===== src/rtl/sirv_gnrl_skid_buf.sv =====
// Two-entry valid/ready skid buffer with registered ready/valid and data paths.
// Also provides chk_dat, a handshake-qualified copy of i_dat for a downstream X checker.
module sirv_gnrl_skid_buf #(
  parameter int unsigned DW = 32
) (
  input  logic          clk,
  input  logic          rst,
  input  logic          i_vld,
  output logic          i_rdy,
  input  logic [DW-1:0] i_dat,
  output logic          o_vld,
  input  logic          o_rdy,
  output logic [DW-1:0] o_dat,
  output logic [DW-1:0] chk_dat,
  output logic [1:0]    o_cnt
);

  typedef enum logic [1:0] {
    EMPTY = 2'd0,
    ONE   = 2'd1,
    TWO   = 2'd2
  } state_t;

  state_t        state;
  state_t        state_nxt;
  logic [DW-1:0] mreg;
  logic [DW-1:0] sreg;
  logic [DW-1:0] mreg_d;
  logic          mreg_ld;
  logic          mreg_from_s;
  logic          sreg_ld;
  logic          rdy_q;
  logic          vld_q;
  logic          in_hs;
  logic          out_hs;

  assign in_hs  = i_vld & rdy_q;
  assign out_hs = vld_q & o_rdy;

  // State register plus registered handshake outputs and payload storage
  always_ff @(posedge clk or posedge rst) begin
    if (rst) begin
      state <= EMPTY;
      rdy_q <= 1'b1;
      vld_q <= 1'b0;
      mreg  <= '0;
      sreg  <= '0;
    end else begin
      state <= state_nxt;
      rdy_q <= (state_nxt != TWO);
      vld_q <= (state_nxt != EMPTY);
      if (mreg_ld) mreg <= mreg_d;
      if (sreg_ld) sreg <= i_dat;
    end
  end

  // Next-state and register-load decode; illegal code 3 falls back to EMPTY
  always_comb begin
    state_nxt   = state;
    mreg_ld     = 1'b0;
    mreg_from_s = 1'b0;
    sreg_ld     = 1'b0;
    case (state)
      EMPTY: begin
        if (in_hs) begin
          state_nxt = ONE;
          mreg_ld   = 1'b1;
        end
      end
      ONE: begin
        case ({in_hs, out_hs})
          2'b11: mreg_ld = 1'b1;
          2'b10: begin
            state_nxt = TWO;
            sreg_ld   = 1'b1;
          end
          2'b01: state_nxt = EMPTY;
          default: ;
        endcase
      end
      TWO: begin
        if (out_hs) begin
          state_nxt   = ONE;
          mreg_ld     = 1'b1;
          mreg_from_s = 1'b1;
        end
      end
      default: state_nxt = EMPTY;
    endcase
  end

  assign mreg_d  = mreg_from_s ? sreg : i_dat;

  assign i_rdy   = rdy_q;
  assign o_vld   = vld_q;
  assign o_dat   = mreg;
  assign o_cnt   = 2'(state);
  assign chk_dat = in_hs ? i_dat : {DW{1'b0}};

endmodule

===== config.mk =====
export PLATFORM = sky130hd
export DESIGN_NAME = sirv_gnrl_skid_buf
export DESIGN_NICKNAME = d
export VERILOG_FILES = /design/src/rtl/sirv_gnrl_skid_buf.sv
export SDC_FILE = /design/constraint.sdc
export NUM_CORES = 1
export LEC_CHECK = 0
export BUFFER_PORTS_ARGS = -buffer_cell sky130_fd_sc_hd__buf_4
export CAP_MARGIN = 40
export CORE_MARGIN = 3
export CORE_UTILIZATION = 35
export DETAILED_ROUTE_END_ITERATION = 10
export PLACE_DENSITY = 0.56
export SETUP_SLACK_MARGIN = 0.15
export SLEW_MARGIN = 10
export SYNTH_ARGS = -nofsm -noshare
export SYNTH_HDL_FRONTEND = slang
export SYNTH_SLANG_ARGS = --single-unit
export TNS_END_PERCENT = 20

===== constraint.sdc =====
create_clock -name clk -period 2 [get_ports clk]
set_input_delay 0.1 -clock clk [delete_from_list [all_inputs] [get_ports clk]]
set_output_delay 0.1 -clock clk [all_outputs]
set_load 0.02 [all_outputs]

==> results of run 1 <==
[cells in the mapped netlist (all sizes together)]
cell      n  share of area, %
a31oi     1              0.18
or2       2              0.35
nand2b    1              0.18
nand4b    1              0.25
o31ai     1              0.21
dfrtp    67                47
ha        1              0.35
and3     32               5.7
mux2i     1              0.28
nand2    65               6.9
mux2     32                13
o2bb2ai   1              0.25
clkbuf   19               2.0
nor2      2              0.21
and3b     1              0.25
dfstp     1              0.74
nor3      1              0.46
and4bb    1              0.46
inv       2              0.21
and4b     1              0.32
o211ai   32                11
nor2b     2              0.35
and2      1              0.25
o22ai     1              0.18
o21ai    32               4.5
buf       9               3.4
[sequential cells by signal, summed over array words and instances (netlist names)]
register and flops:
o_cnt 2, sreg 32, o_vld 1, o_dat 32, i_rdy 1
[worst register-to-register path, stage by stage, from the launching register on]
cell	delay (ns)
dfrtp_1	0.40
and2_4	0.20
ha_1	0.19
and3b_1	0.18
or2_2	0.34
buf_12	0.18
o211ai_1	0.18
[layer usage]
layer / GRT usage (%) / wire [um]
met4: 5.02 / 119
met2: 27.8 / 4430
met1: 23.3 / 4380
met3: 3.64 / 414
met5: 0 / 0
[path summary, 6_finish.rpt]
path,from,endpoint,slack (ns),cells after the start
hold / removal,i_dat[7],sreg[7]$_DFFE_PP0P_,0.01,2
hold reg to reg,sreg[20]$_DFFE_PP0P_,o_dat[20]$_DFFE_PP0P_,0.50,2
setup / recovery,o_vld$_DFF_PP0_,o_dat[31]$_DFFE_PP0P_,0.26,6
setup reg to reg,o_vld$_DFF_PP0_,o_dat[31]$_DFFE_PP0P_,0.26,6
min in group asynchronous,rst,o_dat[5]$_DFFE_PP0P_,0.40,3
max in group asynchronous,rst,sreg[13]$_DFFE_PP0P_,0.96,4
[cell families (layout without fill, tap and decap cells)]
group | after synthesis | in the layout
AO/OA/AOI/OAI | 68 | 68
adder cells (fa/ha/maj) | 1 | 1
buffers and inverters | 30 | 153
flip-flops | 68 | 68
multiplexers | 33 | 33
AND/OR/NAND/NOR | 110 | 110
[repair_timing]
item | CTS | global route
gates resized for setup | 0 | 8
hold endpoints to repair | 42 | 0
hold buffers | 18 | 0
setup endpoints to repair | 0 | 32
[power breakdown]
part           switching, uW  internal (uW)  leakage (uW)
combinational           1920           1950       0.00146
clock                    529            476     0.0000889
sequential               450           2080      0.000823
[layout by cell type, fill, tap and decap left out, drive strengths merged, types with 2 or more instances in the layout]
master / instances
nor2: 2
inv: 2
clkinv: 4
nor2b: 2
nand2: 65
o21ai: 32
dfrtp: 67
clkbuf: 11
dlygate4sd3: 18
or2: 2
mux2: 32
buf: 117
o211ai: 32
and3: 32
[metrics by stage]
| stage | std cells | total power [uW] | utilization, % | setup slack [ns] | hold WS [ns] |
|---|---|---|---|---|---|
| global placement | 532 | 6270 | 45.2 | 0.240 | 0.214 |
| finish | 566 | 7400 | 49.1 | 0.258 | 0.0116 |
| detailed placement | 532 | 6350 | 45.2 | 0.214 | 0.217 |
| floorplan | 310 | 5160 | - | 0.158 | 0.248 |
| CTS | 566 | 7400 | 48.8 | 0.198 | 0.000212 |
| global route | 566 | 7900 | 49.1 | 0.163 | 0.000384 |
[layout make-up]
cell class                 count  area share, %
clock buffer                  11           2.95
multi-input combinational    212           34.0
inverter                       2          0.156
clock inverter                 5          0.573
tap                          133           3.47
sequential                    68           35.5
timing repair buffer         135           23.4
==> metrics, run 1 <==
1st-pass router iterations=4; clock root buffer=clkbuf_8; WP data required=2.26 ns; gr usage total=17.2%; unrepaired setup endpoints after global routing=false; Final ANT Viol Nets=0; DRC Markers=0; Worst Path Max Fanout=16; H-tree levels=3; relative slew slack=59.3%; Die H=106 um; later-pin clock latency in the skew report=0.34 ns; CP cell instances=and2_4 > ha_1 > and3b_1 > or2_2 > buf_12 > o211ai_1; Synth Area in Adders=0.354%; Slew Limit Fails=0; Die ar.=11300 sq um; worst vdd rail ir drop=876 uV; GP Congestion=0.719; simple-gate share of the synthesized area=15.7%; total clock sinks=68; startpoint class of the critical path=register; setup TNS=0 ns; Vias/cell=4.88; Starting Density=36.1%; Max Clk Rate=574 MHz; total CTS buffers=9; critical path capture point type=register; Ys Warns=0; static leakage=0.00238 uW; I/O pin count=104; max cap viols=0; Die X=106 um; Register Area=1700 sq um; fraction of the yosys area taken by sequential cells=48.2%; Compound-Gate Fraction of Synth Area=16.4%; post-synthesis cell count=310; synth unique cells=31; Initial DRC Count=159; share of layout cells above drive strength 1=46.9%; post-DP HPWL=6120 um; filler cell count=915; fin area=4800 sq um; vias in the first global route=2853; CP top delay family=simple AND/OR/NAND/NOR gates; CTS tree=yes; Post-layout nets=465; grt ovf=0; pin count of the biggest net entering global routing=43; multi-input combinational cell area=1630 sq um; xor and xnor area share after synthesis=0%; Critical path buffers and inverters=1; Max Buffers Root-to-Sink=2; syn nets=347; critical path class=reg2reg; Area after DPL=4420 sq um; crit path DAT=2.00 ns; Hold Crit Class=in2reg; main combinational cell family by area after synthesis=compound AO/OA/AOI/OAI gates; outcome=complete, no violations; final hold vios=0; clock transition at the registers of the reported paths=0.08 ns; Worst-Margin Slew=0.610 ns; IO Port Bufs=103; core footprint=9770 sq um; Vias=2762; Final period util=87.1%; CP max-delay cell=dfrtp_1; std cell rows=36; fin crit period=1.74 ns; overall routed net length=9340 um; Area growth syn-to-layout=36.0%; pwr dens=1540 nW/um^2; Clock Skew=0.00708 ns; Avg Cell Area, Syn=11.4 sq um; Yosys reg bits=68; final setup fails=0; max incr delay on CP=0.40 ns; drt wl/cell=16.5 um; first-pass GRT wire length=15300 um; # diodes=0; postcts setup bufs=0; mux cell area share after synthesis=13.7%; Cell Area, Synth=3530 sq um; initial antenna violation count=0
No activity file was read; power rests on OpenSTA's default activity.
==> inputs of run 2 (changes only) <==
==> constraint.sdc (replaced) <==
create_clock -name clk -period 1.85 [get_ports clk]
set_input_delay 0.0925 -clock clk [delete_from_list [all_inputs] [get_ports clk]]
set_output_delay 0.0925 -clock clk [all_outputs]
set_load 0.02 [all_outputs]
==> metrics, run 2 (synthesis results as in run 1) <==
worst reg2reg startpoint=o_cnt[1]$_DFF_PP0_ (was o_vld$_DFF_PP0_); total clock sinks=68 (unchanged); drt wl/cell=16.6 um (was 16.5 um); filler cell count=877 (was 915); # diodes=0 (unchanged); Area after DPL=4470 sq um (was 4420 sq um); first-pass GRT wire length=15700 um (was 15300 um); initial antenna violation count=0 (unchanged); grt met2 use=28.7% (was 27.8%); I/O pin count=104 (unchanged); Max Clk Rate=590 MHz (was 574 MHz); clock transition at the registers of the reported paths=0.08 ns (about the same); GP Congestion=0.737 (was 0.719); busiest layer in global routing=met2 (unchanged); final hold vios=0 (unchanged); DRC Markers=0 (unchanged); 1st-pass router iterations=4 (unchanged); Slew Limit Fails=0 (unchanged); Die H=106 um (unchanged); Global Route met3 Usage=4.98% (was 3.64%); Die X=106 um (unchanged); R2R cell count=4 (was 6); Area growth syn-to-layout=44.7% (was 36.0%); CTS tree=yes (unchanged); max incr delay on CP=0.49 ns (was 0.40 ns); Final ANT Viol Nets=0 (unchanged); pwr dens=1680 nW/um^2 (was 1540 nW/um^2); Critical path buffers and inverters=1 (unchanged); worst hold start=i_dat[30] (was i_dat[7]); leading cell types in the layout, fill and taps excluded=buf_4, dfrtp_1, nand2_1 (unchanged); Reg2Reg Setup Slack=0.16 ns (was 0.26 ns); worst r2r dst=sreg[10]$_DFFE_PP0P_ (was o_dat[31]$_DFFE_PP0P_); post-DP HPWL=5920 um (was 6120 um); unrepaired setup endpoints after global routing=true (was false); CP max-delay cell=dfrtp_1 (unchanged); max cap viols=0 (unchanged); critical path capture point type=register (unchanged); CP cell instances=nand2b_1 > nor3_4 > buf_12 > mux2_2 (was and2_4 > ha_1 > and3b_1 > or2_2 > buf_12 > o211ai_1); fin crit period=1.69 ns (was 1.74 ns); Worst Path Max Fanout=16 (unchanged); Pwr Total=8610 uW (was 7400 uW); total CTS buffers=9 (unchanged); H-tree levels=3 (unchanged); clock root buffer=clkbuf_8 (unchanged); static leakage=0.00249 uW (was 0.00238 uW); hold path cells=2 (unchanged); Hold Crit Class=in2reg (unchanged); overall routed net length=9670 um (was 9340 um); pin count of the biggest net entering global routing=40 (was 43); Starting Density=36.1% (unchanged); core footprint=9770 sq um (unchanged); CP top delay family=simple AND/OR/NAND/NOR gates (unchanged); final setup fails=0 (unchanged); Final period util=91.6% (was 87.1%); critical path class=reg2reg (unchanged); gr usage total=17.6% (was 17.2%); Vias/cell=4.89 (was 4.88); WP data required=2.08 ns (was 2.26 ns); WHS Endpoint=sreg[30]$_DFFE_PP0P_ (was sreg[7]$_DFFE_PP0P_); grt ovf=0 (unchanged); Vias=2849 (was 2762); fin area=5110 sq um (was 4800 sq um); Worst-Margin Slew=0.400 ns (was 0.610 ns); Initial DRC Count=133 (was 159); most common cell after layout, fill and taps aside=buf_4 (unchanged); worst vdd rail ir drop=885 uV (was 876 uV); setup TNS=0 ns (unchanged); Max Buffers Root-to-Sink=2 (unchanged); share of layout cells above drive strength 1=47.1% (was 46.9%); Post-layout nets=482 (was 465); GR Util met1=23.1% (was 23.3%); relative slew slack=73.3% (was 59.3%); crit path DAT=1.92 ns (was 2.00 ns); later-pin clock latency in the skew report=0.34 ns (about the same); std cell rows=36 (unchanged); Clock Skew=0.00918 ns (was 0.00708 ns); outcome=complete, no violations (unchanged); startpoint class of the critical path=register (unchanged); Die ar.=11300 sq um (unchanged); IO Port Bufs=103 (unchanged); vias in the first global route=3033 (was 2853)
-- run 2: layout make-up --
type	instances	area (sq um)	share of cell area, %
sequential	68	1700	33.3
multi-input combinational	212	1650	32.3
timing repair buffer	152	1340	26.2
tap	133	166	3.26
clock buffer	11	151	2.96
clock inverter	5	82.6	1.62
inverter	2	13.8	0.269
-- run 2: power breakdown --
part           total [uW]  leakage [uW]  switching (uW)  internal (uW)
registers            2750      0.000821             497           2250
logic                4430       0.00155            2130           2290
clock network        1430      0.000120             594            838
total                8610       0.00249            3220           5390
-- run 2: repair_timing --
action | in CTS | in global routing
hold buffers | 31 | 0
resized for setup | 2 | 4
endpoints found under the hold margin | 45 | 0
gates cloned | 0 | 2
buffers inserted | 0 | 2
endpoints found under the setup margin | 25 | 65
pin swaps | 0 | 6
-- run 2: per-stage QoR --
stage / hold WS [ns] / std cells / setup slack, ns / utilization [%]
floorplan: 0.241 / 310 / 0.0691 / -
detailed placement: 0.115 / 532 / 0.116 / 45.7
global route: 0.0000310 / 583 / 0.0943 / 52.3
global placement: 0.112 / 532 / 0.163 / 45.7
CTS: 0.00145 / 579 / 0.140 / 51.3
finish: 0.0153 / 583 / 0.155 / 52.3
-- run 2: worst max path at each step --
stage	startpoint	endpoint	slack [ns]	cells past startpoint
global route	o_cnt[1]$_DFF_PP0_	sreg[10]$_DFFE_PP0P_	0.09	4
detailed placement	o_vld$_DFF_PP0_	o_dat[30]$_DFFE_PP0P_	0.12	6
finish	o_cnt[1]$_DFF_PP0_	sreg[10]$_DFFE_PP0P_	0.16	4
global placement	o_vld$_DFF_PP0_	o_dat[31]$_DFFE_PP0P_	0.16	6
CTS	i_rdy$_DFF_PP1_	o_dat[16]$_DFFE_PP0P_	0.14	7
floorplan	o_vld$_DFF_PP0_	o_dat[0]$_DFFE_PP0P_	0.07	8
-- run 2: worst register-to-register path, cell delays in order, from the launching register on --
cell and delay [ns]:
dfrtp_1 0.49, nand2b_1 0.26, nor3_4 0.25, buf_12 0.22, mux2_2 0.36
-- run 2: metal layers --
| layer | vias to the layer above | wire length [um] |
|---|---|---|
| met1 | 1397 | 4430 |
| met3 | 10 | 475 |
| met5 | - | 0 |
| met2 | 73 | 4660 |
| met4 | 0 | 99 |
| li1 | 1369 | - |
==> inputs of run 3 (changes only) <==
--- a/config.mk
+++ b/config.mk
@@ -7,10 +7,12 @@
 export LEC_CHECK = 0
 export BUFFER_PORTS_ARGS = -buffer_cell sky130_fd_sc_hd__buf_4
 export CAP_MARGIN = 40
-export CORE_MARGIN = 3
+export CELL_PAD_IN_SITES_DETAIL_PLACEMENT = 0
+export CELL_PAD_IN_SITES_GLOBAL_PLACEMENT = 1
+export CORE_MARGIN = 8
 export CORE_UTILIZATION = 35
 export DETAILED_ROUTE_END_ITERATION = 10
-export PLACE_DENSITY = 0.56
+export PLACE_DENSITY = 0.69
 export SETUP_SLACK_MARGIN = 0.15
 export SLEW_MARGIN = 10
 export SYNTH_ARGS = -nofsm -noshare
==> metrics, run 3 (synthesis results as in run 1) <==
fin crit period=1.69 ns (about the same); Slew Limit Fails=0 (unchanged); worst vdd rail ir drop=932 uV (was 885 uV); Max Clk Rate=592 MHz (was 590 MHz); Final Core Density=52.1% (was 52.3%); DRC Markers=0 (unchanged); initial antenna violation count=0 (unchanged); CP max-delay cell=dfstp_2 (was dfrtp_1); leading cell types in the layout, fill and taps excluded=buf_4, nand2_1, dfrtp_1 (was buf_4, dfrtp_1, nand2_1); Stages on worst setup path=3 (was 4); pin count of the biggest net entering global routing=48 (was 40); Reg2Reg Setup Slack=0.17 ns (was 0.16 ns); post-DP HPWL=6620 um (was 5920 um); CP endpoint=chk_dat[10] (was sreg[10]$_DFFE_PP0P_); switching share of power=38.5% (was 37.4%); dpl cells=533 (was 532); static leakage=0.00248 uW (was 0.00249 uW); final hold vios=0 (unchanged); # diodes=0 (unchanged); final setup fails=0 (unchanged); total CTS buffers=9 (unchanged); vias in the first global route=3138 (was 3033); GP Congestion=0.773 (was 0.737); internal power=5210 uW (was 5390 uW); Max Buffers Root-to-Sink=2 (unchanged); worst reg2reg startpoint=o_cnt[1]$_DFF_PP0_ (unchanged); Post-Layout Cell Count=587 (was 583); Final period util=91.3% (was 91.6%); Vias=2859 (was 2849); Initial DRC Count=98 (was 133); Hold Crit Class=in2reg (unchanged); overall routed net length=10500 um (was 9670 um); Net Sw Power=3260 uW (was 3220 uW); sequential power share=32.2% (was 32.0%); first-pass GRT wire length=16500 um (was 15700 um); gr usage total=15.9% (was 17.6%); worst r2r dst=sreg[9]$_DFFE_PP0P_ (was sreg[10]$_DFFE_PP0P_); drt wl/cell=17.9 um (was 16.6 um); clock root buffer=clkbuf_8 (unchanged); setup TNS=0 ns (unchanged); I/O pin count=104 (unchanged); outcome=complete, no violations (unchanged); grt ovf=0 (unchanged); most common cell after layout, fill and taps aside=buf_4 (unchanged); Vias/cell=4.87 (was 4.89); startpoint class of the critical path=register (unchanged); Final ANT Viol Nets=0 (unchanged); clock network power share=14.3% (was 16.6%); Starting Density=36.1% (unchanged); later-pin clock latency in the skew report=0.34 ns (about the same); Post-layout nets=486 (was 482); WHS=0.0271 ns (was 0.0153 ns); R2R cell count=5 (was 4); Combinational Power Share=53.5% (was 51.4%); CP cell instances=buf_4 > and3_1 > buf_4 (was nand2b_1 > nor3_4 > buf_12 > mux2_2); relative slew slack=58.3% (was 73.3%); cell mode on critical path=buf_4; Critical Path Source=i_rdy$_DFF_PP1_ (was o_cnt[1]$_DFF_PP0_); clock transition at the registers of the reported paths=0.08 ns (about the same); IO Port Bufs=103 (unchanged); core footprint=9770 sq um (unchanged); CP top delay family=flip-flops (was simple AND/OR/NAND/NOR gates); Area after DPL=4440 sq um (was 4470 sq um); Clock Skew=0.00779 ns (was 0.00918 ns); max incr delay on CP=0.56 ns (was 0.49 ns); H-tree levels=3 (unchanged); critical path capture point type=output pin (was register); Die X=116 um (was 106 um); crit path DAT=1.60 ns (was 1.92 ns); Die H=116 um (was 106 um); Die ar.=13600 sq um (was 11300 sq um); critical path class=reg2out (was reg2reg); pwr dens=1660 nW/um^2 (was 1680 nW/um^2); total clock sinks=68 (unchanged); Critical path buffers and inverters=2 (was 1); CTS tree=yes (unchanged); std cell rows=36 (unchanged); fin area=5090 sq um (was 5110 sq um); WP data required=1.76 ns (was 2.08 ns); share of layout cells above drive strength 1=48.0% (was 47.1%); Worst Path Max Fanout=33 (was 16); max cap viols=0 (unchanged); Worst-Margin Slew=0.625 ns (was 0.400 ns); 1st-pass router iterations=4 (unchanged); Area growth syn-to-layout=44.2% (was 44.7%); unrepaired setup endpoints after global routing=true (unchanged)
==> run 3: area by class of cell <==
class | count | area, sq um
well taps | 133 | 166
inverters | 2 | 13.8
multi-input cells | 212 | 1650
clock inverters | 7 | 67.6
clock buffers | 9 | 124
fillers | 904 | 4680
repair buffers | 156 | 1370
flip-flops and latches | 68 | 1710
==> run 3: routing by layer <==
layer  vias up  track usage, %  share of wire, %
met2        74            27.2                50
met3         5            4.60               6.0
li1       1370               -                 -
met5         -               0                 0
met4         0            4.15              0.42
met1      1410            19.2                44
==> run 3: power groups by stage <==
| stage | registers, uW | clock network, uW | logic [uW] |
|---|---|---|---|
| 2_1_floorplan | 3100 | 0 | 2530 |
| 3_3_place_gp | 2730 | 0 | 4120 |
| 3_5_place_dp | 2750 | 0 | 4190 |
| 4_1_cts | 2730 | 1240 | 4260 |
| 5_1_grt | 2830 | 1310 | 4910 |
| 6_report | 2730 | 1210 | 4540 |
==> run 3: what timing repair did <==
| item | in CTS | in global routing |
|---|---|---|
| endpoints found under the setup margin | 20 | 96 |
| hold buffers | 31 | 0 |
| resized for setup | 1 | 14 |
| endpoints found under the hold margin | 97 | 0 |
| pin swaps | 0 | 2 |
| buffers inserted | 0 | 5 |
| gates cloned | 0 | 2 |
==> run 3: worst reg2reg max path, cell delays in order (launching register included) <==
cell and delay [ns]:
dfrtp_2 0.44, nand2b_1 0.21, nor3_4 0.25, buf_12 0.15
buf_6 0.17, mux2_2 0.35
==> run 3: through the flow <==
step / total power [uW] / worst slack (ns)
after global placement: 6860 / 0.163
final: 8470 / 0.161
after detailed placement: 6940 / 0.129
after CTS: 8240 / 0.113
after global routing: 9050 / 0.0788
after floorplan: 5630 / 0.0691
==> run 3: how the worst min path moves through the flow <==
stage / startpoint / endpoint / slack [ns] / cells after the start
final: i_dat[22] / sreg[22]$_DFFE_PP0P_ / 0.03 / 2
after global routing: i_dat[22] / sreg[22]$_DFFE_PP0P_ / 0.001 / 2
after CTS: i_dat[22] / sreg[22]$_DFFE_PP0P_ / 0.005 / 2
after detailed placement: rst / o_dat[17]$_DFFE_PP0P_ / 0.18 / 3
after global placement: rst / sreg[17]$_DFFE_PP0P_ / 0.18 / 3
after floorplan: i_dat[0] / sreg[0]$_DFFE_PP0P_ / 0.24 / 1
